--- src/rtl/proc_result_serializer.sv ---
// Result serializer: buffers ALU results in a small FIFO and sends each one
// as a start/data(LSB first)/stop frame on a single registered tx pin.
module proc_result_serializer #(
  parameter int DATA_W       = 8,
  parameter int DEPTH        = 4,
  parameter int CLKS_PER_BIT = 4
) (
  input  logic                     clk,
  input  logic                     rst_n,
  input  logic [DATA_W-1:0]        res_data,
  input  logic                     res_valid,
  output logic                     res_ready,
  output logic                     tx,
  output logic                     busy,
  output logic [$clog2(DEPTH):0]   fifo_count,
  output logic                     overflow
);

  localparam int PTR_W  = $clog2(DEPTH);
  localparam int CNT_W  = PTR_W + 1;
  localparam int TICK_W = (CLKS_PER_BIT > 1) ? $clog2(CLKS_PER_BIT) : 1;
  localparam int BIT_W  = (DATA_W > 1) ? $clog2(DATA_W) : 1;

  localparam logic [CNT_W-1:0]  FULL_CNT  = CNT_W'(DEPTH);
  localparam logic [TICK_W-1:0] TICK_LAST = TICK_W'(CLKS_PER_BIT - 1);
  localparam logic [BIT_W-1:0]  BIT_LAST  = BIT_W'(DATA_W - 1);

  typedef enum logic [1:0] {
    IDLE  = 2'd0,
    START = 2'd1,
    DATA  = 2'd2,
    STOP  = 2'd3
  } state_t;

  logic [DATA_W-1:0] mem_r [DEPTH];
  logic [PTR_W-1:0]  wr_ptr_r, rd_ptr_r;
  logic [CNT_W-1:0]  count_r;
  logic              overflow_r;
  state_t            state_r, state_s;
  logic [TICK_W-1:0] tick_r, tick_s;
  logic [BIT_W-1:0]  bit_r, bit_s;
  logic [DATA_W-1:0] shreg_r, shreg_s;
  logic              tx_r, tx_s;
  logic              busy_r;
  logic              push_s, pop_s, not_empty_s, tick_last_s;

  // Ready depends only on the registered count, never on a same-cycle pop.
  assign res_ready   = (count_r != FULL_CNT);
  assign push_s      = res_valid && res_ready;
  assign not_empty_s = (count_r != {CNT_W{1'b0}});
  assign tick_last_s = (tick_r == TICK_LAST);

  assign tx         = tx_r;
  assign busy       = busy_r;
  assign fifo_count = count_r;
  assign overflow   = overflow_r;

  // FIFO storage write port (no reset needed; validity tracked by count).
  always_ff @(posedge clk) begin
    if (push_s) begin
      mem_r[wr_ptr_r] <= res_data;
    end
  end

  // FIFO pointers, occupancy and sticky overflow flag.
  always_ff @(posedge clk or negedge rst_n) begin
    if (!rst_n) begin
      wr_ptr_r   <= {PTR_W{1'b0}};
      rd_ptr_r   <= {PTR_W{1'b0}};
      count_r    <= {CNT_W{1'b0}};
      overflow_r <= 1'b0;
    end else begin
      if (push_s) begin
        wr_ptr_r <= wr_ptr_r + PTR_W'(1);
      end
      if (pop_s) begin
        rd_ptr_r <= rd_ptr_r + PTR_W'(1);
      end
      case ({push_s, pop_s})
        2'b10:   count_r <= count_r + CNT_W'(1);
        2'b01:   count_r <= count_r - CNT_W'(1);
        default: count_r <= count_r;
      endcase
      if (res_valid && !res_ready) begin
        overflow_r <= 1'b1;
      end
    end
  end

  // Frame FSM next-state; tx is derived from the next state so the pin is registered.
  always_comb begin
    state_s = state_r;
    tick_s  = tick_r;
    bit_s   = bit_r;
    shreg_s = shreg_r;
    pop_s   = 1'b0;
    case (state_r)
      IDLE: begin
        if (not_empty_s) begin
          pop_s   = 1'b1;
          shreg_s = mem_r[rd_ptr_r];
          state_s = START;
          tick_s  = {TICK_W{1'b0}};
        end else begin
          state_s = IDLE;
        end
      end
      START: begin
        if (tick_last_s) begin
          state_s = DATA;
          tick_s  = {TICK_W{1'b0}};
          bit_s   = {BIT_W{1'b0}};
        end else begin
          tick_s = tick_r + TICK_W'(1);
        end
      end
      DATA: begin
        if (tick_last_s) begin
          tick_s  = {TICK_W{1'b0}};
          shreg_s = shreg_r >> 1;
          if (bit_r == BIT_LAST) begin
            state_s = STOP;
          end else begin
            bit_s = bit_r + BIT_W'(1);
          end
        end else begin
          tick_s = tick_r + TICK_W'(1);
        end
      end
      STOP: begin
        if (tick_last_s) begin
          tick_s = {TICK_W{1'b0}};
          if (not_empty_s) begin
            // Back-to-back frames: reload straight into START, no idle gap.
            pop_s   = 1'b1;
            shreg_s = mem_r[rd_ptr_r];
            state_s = START;
          end else begin
            state_s = IDLE;
          end
        end else begin
          tick_s = tick_r + TICK_W'(1);
        end
      end
      default: begin
        state_s = IDLE;
      end
    endcase

    case (state_s)
      START:   tx_s = 1'b0;
      DATA:    tx_s = shreg_s[0];
      default: tx_s = 1'b1;
    endcase
  end

  // Frame FSM state, counters, shift register and registered outputs.
  always_ff @(posedge clk or negedge rst_n) begin
    if (!rst_n) begin
      state_r <= IDLE;
      tick_r  <= {TICK_W{1'b0}};
      bit_r   <= {BIT_W{1'b0}};
      shreg_r <= {DATA_W{1'b0}};
      tx_r    <= 1'b1;
      busy_r  <= 1'b0;
    end else begin
      state_r <= state_s;
      tick_r  <= tick_s;
      bit_r   <= bit_s;
      shreg_r <= shreg_s;
      tx_r    <= tx_s;
      busy_r  <= (state_s != IDLE);
    end
  end

endmodule

--- config.mk ---
export PLATFORM = sky130hd
export DESIGN_NAME = proc_result_serializer
export DESIGN_NICKNAME = d
export VERILOG_FILES = /design/src/rtl/proc_result_serializer.sv
export SDC_FILE = /design/constraint.sdc
export NUM_CORES = 1
export LEC_CHECK = 0
export CAP_MARGIN = 20
export CORE_MARGIN = 4
export CORE_UTILIZATION = 35
export DETAILED_ROUTE_END_ITERATION = 16
export SKIP_LAST_GASP = 1
export SLEW_MARGIN = 0
export SYNTH_ARGS = -nofsm -noshare
export SYNTH_HDL_FRONTEND = slang
export SYNTH_SLANG_ARGS = --single-unit
--- constraint.sdc ---
create_clock -name clk -period 2.7 [get_ports clk]
set_input_delay 0.405 -clock clk [delete_from_list [all_inputs] [get_ports clk]]
set_output_delay 0.405 -clock clk [all_outputs]
set_load 0.005 [all_outputs]
# Word-level counts from Yosys, hierarchy flattened
# Memory sizes are Yosys's and may differ from the RTL's.
# Index checks and enable logic that the tools add are counted.
[classes]
add_sub_neg = 6
n_mul = 0
div = 0
n_lt_le_gt_ge = 0
n_eq_ne = 15
shifts = 0
muxes = 24
n_bitwise = 0
n_reduce_logical = 12
[op_table]
columns = ["operator", "count"]
rows = [
  ["2-to-1 mux 8 bit", 3],
  ["case mux 8 bit (3 select lines)", 1],
  ["2-to-1 mux 2 bit", 6],
  ["case mux 3 bit (2 select lines)", 2],
  ["equality test 2 bit (second input constant)", 5],
  ["inequality test 2 bit (second input constant)", 5],
  ["2-to-1 mux 3 bit", 3],
  ["case mux 2 bit (4 select lines)", 1],
  ["adder 2 x 1 -> 2 bit (second input constant)", 3],
  ["adder 3 x 1 -> 3 bit (second input constant)", 2],
  ["equality test 2 x 1 -> 1 bit (second input constant)", 3],
  ["nonzero test 2 bit", 3],
  ["nonzero test 3 bit", 2],
  ["2-to-1 mux 1 bit", 5],
  ["case mux 1 bit (2 select lines)", 2],
  ["case mux 2 bit (2 select lines)", 1],
  ["AND reduction 4 bit", 1],
  ["equality test 3 bit (second input constant)", 1],
  ["inequality test 3 bit (second input constant)", 1],
  ["AND reduction 3 bit", 1],
  ["OR reduction 3 bit", 1],
  ["subtractor 3 x 1 -> 3 bit (second input constant)", 1],
  ["logical AND 1 bit", 2],
  ["logical NOT 2 bit", 1],
  ["logical NOT 1 bit", 1],
]
[word_totals]
register_bits = 25
latchBits = 0
ram_bits = 32
rom_bits = 0
input_bits = 11
word_cells = 69
memories = 1
[memory_table]
columns = ["memory", "words", "word_bits", "read_ports", "rd_clocked_by_memory_dff", "wr", "line", "rtl"]
rows = [
  ["mem_r", 4, 8, 1, 0, 1, "35", "logic [DATA_W-1:0] mem_r [DEPTH];"],
]

# Depth between registers and ports, before layout
[logic_depth]
depth_word = 6
ltp_mapped = 10

# Worst setup path before layout
# No wires, ideal clock.
[synth_timing]
kind = "register to register"
from = "register state_r[1]"
to = "register count_r[2] (netlist: fifo_count[2])"
setup_ps = 79
arrival_time_ps = 2125
setup_slack_ps = 496
path_stages_with_launch = 11
n_path_buf = 0
period_less_slack_ps = 2204
path_cell_list = "dfrtp_1 inv_1 ha_1 a21oi_1 nor3_1 ha_1 inv_1 fa_1 xor2_1 nor2_1 xor2_1"
[synth_between]
elab_chain_len = 4
word_cells_on_any_way = 7
classes_between = "eq/ne (3); mux (2); reduce/logical (2)"
[synth_lines]
columns = ["element", "line", "rtl"]
rows = [
  ["from (decl)", "39", "state_t state_r, state_s;"],
  ["from (signal assigned)", "167", "state_r <= state_s;"],
  ["equality test 2 bit or logical NOT 2 bit (tied branches)", "97", "case (state_r)"],
  ["case mux 1 bit (2 select lines) *", "97", ""],
  ["net pop_s", "45", "logic push_s, pop_s, not_empty_s, tick_last_s;"],
  ["equality test 2 x 1 -> 1 bit or equality test 2 bit (tied branches)", "79", "case ({push_s, pop_s})"],
  ["case mux 3 bit (2 select lines) or nonzero test 2 bit (tied branches)", "n/a", ""],
  ["to (signal assigned)", "80", "2'b10: count_r <= count_r + CNT_W'(1);"],
  ["to (signal assigned)", "81", "2'b01: count_r <= count_r - CNT_W'(1);"],
  ["to (signal assigned)", "82", "default: count_r <= count_r;"],
  ["to (decl)", "37", "logic [CNT_W-1:0] count_r;"],
]
# Mark *: on every way through the listed nets, which the timed path passes. The rest lies on a longest branch.
# A chain may end at the register's enable or synchronous reset.

# Final worst setup path
# Ends and elaborated chain as after synthesis.

==> metrics.md <==
| Metric | Value |
|---|---|
| Status | finished clean |
| Syn Nets | 202 |
| Crit path time final | 2.450 ns |
| Top cells by count, synth | edfxtp_1 (32), dfrtp_1 (24), nand2_1 (14) |
| Die H | 93.65 um |
| Vias in the first global route | 1572 |
| TritonCTS clock tree | done |
| Max-Cap Viols | 0 |
| Number of diodes | 0 |
| Area of the core | 6944 um^2 |
| LEAKAGE | 0.001196 uW |
| Die ar. | 8770 um^2 |
| Synth area leaders | edfxtp_1 (37%), dfrtp_1 (23%), mux4_2 (7.0%) |
| Worst-path clk slew | 0.07 ns |
| Worst R2R Path Depth | 10 |
| Hold Fails Final Rpt | 0 |
| Setup crit end kind | register |
| WP data arrival | 2.71 ns |
| EDFF count, synth | 32 |
| Nets | 229 |
| RSZ-0062 raised after global routing | no |
| CTS Buf Count | 9 |
| GRT Util Overall | 0.1142 |
| HPWL Detailed | 3091 um |
| Residual DRC | 0 |
| WL final | 4463 um |
| Largest family of logic cells by synthesized area | multiplexers |
| Worst-skew pair later-pin latency | 0.33 ns |
| Yosys top cell by area | edfxtp_1 |
| Num ports | 18 |
| PortBufs | 17 |
| Post-CTS Setup Inserts | 0 |
| Top FF cell, synth | edfxtp_1 |
| Cells after synthesis | 177 |
| Max Fclk | 0.4082 GHz |
| Flops & latches, synth | 57 |
| Worst path max stage delay | 0.42 ns |
| Routability Congestion | 0.8043 |
| DR vias/cell | 5.020 |
| Max_slew headroom | 0.6131 |
| TNS Setup | 0 ns |
| Starting DRT DRC Count | 104 |
| Clk root buf | clkbuf_8 |
| Slowest cell on the critical path | dfrtp_1 |
| R2R Setup Slk | 0.25 ns |
| Clk buf depth | 2 |
| Synth Area in Adders | 0.07115 |
| Drt pass-1 iters | 4 |
| First-pass GRT wire length | 7576 um |
| Maximum vdd ir drop | 0.0005814 V |
| Hold-fix buffer count after cts | 0 |
| Post-synthesis compound-gate area fraction | 0.09503 |
| Initial antenna violation count | 0 |
| Post-Synth XOR/XNOR Area | 0.02047 |
| Area grow syn2layout | 20.13% |
| Ys async rst share | 0.4386 |
| Placed Area | 2858 um^2 |
| Core Rows | 30 |
| Crit Path Max Fanout | 5 |
| Synth Area in Simple Gates | 0.07749 |
| Critical Path RT | 2.96 ns |
| DR WL/cell | 14.63 um |
| Dpl cells | 289 |
| Final period util | 0.9074 |
| Most frequent cell after synthesis | edfxtp_1 |
| GR Overflow Total | 0 |
| Post-synth cell types | 41 |
| Total number of vias | 1531 |
| Htree depth | 3 |
| FILL cells | 644 |
| Startpoint types | register |
| Crit path cell chain | inv_1 > ha_1 > a21oi_1 > nor3_1 > ha_1 > inv_1 > fa_1 > xor2_1 > nor2_1 > xor2_1 |
| Slew @ Worst Pin | 0.5642 ns |
| Mux cell area share after synthesis | 0.09552 |
| Share of layout cells above drive strength 1 | 0.1675 |
| Fin cells | 305 |
| Worst Hold Class | in2async |
| Slew Limit Fails | 0 |
| Worst Path Class, Setup | reg2reg |
| FF-to-FF End | fifo_count[2] |
| CTS sink count | 57 |
| Die Wd | 93.65 um |
| Seq/Total Area, Yosys | 0.6184 |
| Max Clock Skew | 0.007449 ns |
| Final Instance Area | 3084 um^2 |
| Syn_area_per_cell | 14.51 um^2 |
| CTS-repair resized insts | 0 |
| ANT nets after route | 0 |
| Post-synth top area share | 0.3743 |
| Yosys warns | 0 |
| Final setup violation count | 0 |
| Initial core utilization | 0.3697 |
| Reg2reg start | state_r[1] |
| Cell area after synthesis | 2567 um^2 |
| Largest net degree at the start of global routing | 26 |
| Pwr per Cell Area | 1163 nW/um^2 |
placed cells by master (no fill, tap or decap), drive strengths merged, types with 2 or more instances in the layout:
master / n
nand2: 14
mux4: 8
mux2: 4
xor2: 3
ha: 13
nand2b: 2
clkbuf: 9
a222oi: 6
o21ai: 12
nor2b: 2
a21oi: 3
and3: 5
buf: 3
nor3: 4
nor2: 6
xnor2: 3
mux2i: 2
dfrtp: 24
bufinv: 2
clkdlybuf4s50: 17
o21bai: 2
a22oi: 2
inv: 11
clkinv: 2
edfxtp: 32
cell type report:
class | instances | area (um^2) | share of cell area
sequential | 57 | 1588 | 0.5148
multi-input combinational | 107 | 923.4 | 0.2994
timing repair buffer | 20 | 192.7 | 0.06247
clock buffer | 9 | 123.9 | 0.04016
tap | 96 | 120.1 | 0.03895
clock inverter | 7 | 102.6 | 0.03327
inverter | 9 | 33.78 | 0.01095
metrics by stage:
stage / util / hold slack [ns] / power [uW] / setup slack [ns]
after floorplan: - / 0.1094 / 2330 / 0.4960
after global placement: 0.4115 / 0.4583 / 2694 / 0.3389
after detailed placement: 0.4115 / 0.4630 / 2725 / 0.2558
after CTS: 0.4441 / 0.4525 / 3638 / 0.2448
after global routing: 0.4441 / 0.4734 / 3845 / 0.01714
final: 0.4441 / 0.4460 / 3586 / 0.2500
logic make-up after synthesis:
group / after synthesis
XOR/XNOR: 6
multiplexers: 14
buffers and inverters: 13
flip-flops: 57
adder cells (fa/ha/maj): 14
AND/OR/NAND/NOR: 39
AO/OA/AOI/OAI: 34
registers in the layout (all words and copies together) (netlist names):
signal / cells
tx: 1
state_r: 2
shreg_r: 8
bit_r: 3
mem_r: 32
busy: 1
wr_ptr_r: 2
tick_r: 2
fifo_count: 3
rd_ptr_r: 2
overflow: 1
report_power, final:
part           leakage (uW)  internal (uW)  switching [uW]
Clock              0.000110            529             368
Combinational      0.000491            643             607
Sequential         0.000595           1220             222
Total               0.00120           2390            1200
routing by layer:
metal	vias up	global-route usage	part of all wire
li1	734	-	-
met1	764	0.1475	0.46
met2	28	0.1745	0.48
met3	5	0.03606	0.035
met4	0	0.05415	0.017
met5	-	0	0
worst max-delay path by stage:
stage,from,to,depth (start not counted)
after floorplan,state_r[1],fifo_count[2],10
after global placement,state_r[1],fifo_count[2],10
after detailed placement,state_r[1],fifo_count[2],10
after CTS,state_r[1],fifo_count[2],10
after global routing,state_r[0],fifo_count[2],10
final,state_r[1],fifo_count[2],10
critical path, delay by kind of cell, from the launching register on:
| family | cells | cell delay, ns |
|---|---|---|
| adder cells (fa/ha/maj) | 3 | 0.86 |
| XOR/XNOR | 2 | 0.29 |
| AND/OR/NAND/NOR | 2 | 0.47 |
| AO/OA/AOI/OAI | 1 | 0.10 |
| flip-flops | 1 | 0.42 |
| buffers and inverters | 2 | 0.22 |
Power figures use the tool's default switching activity.
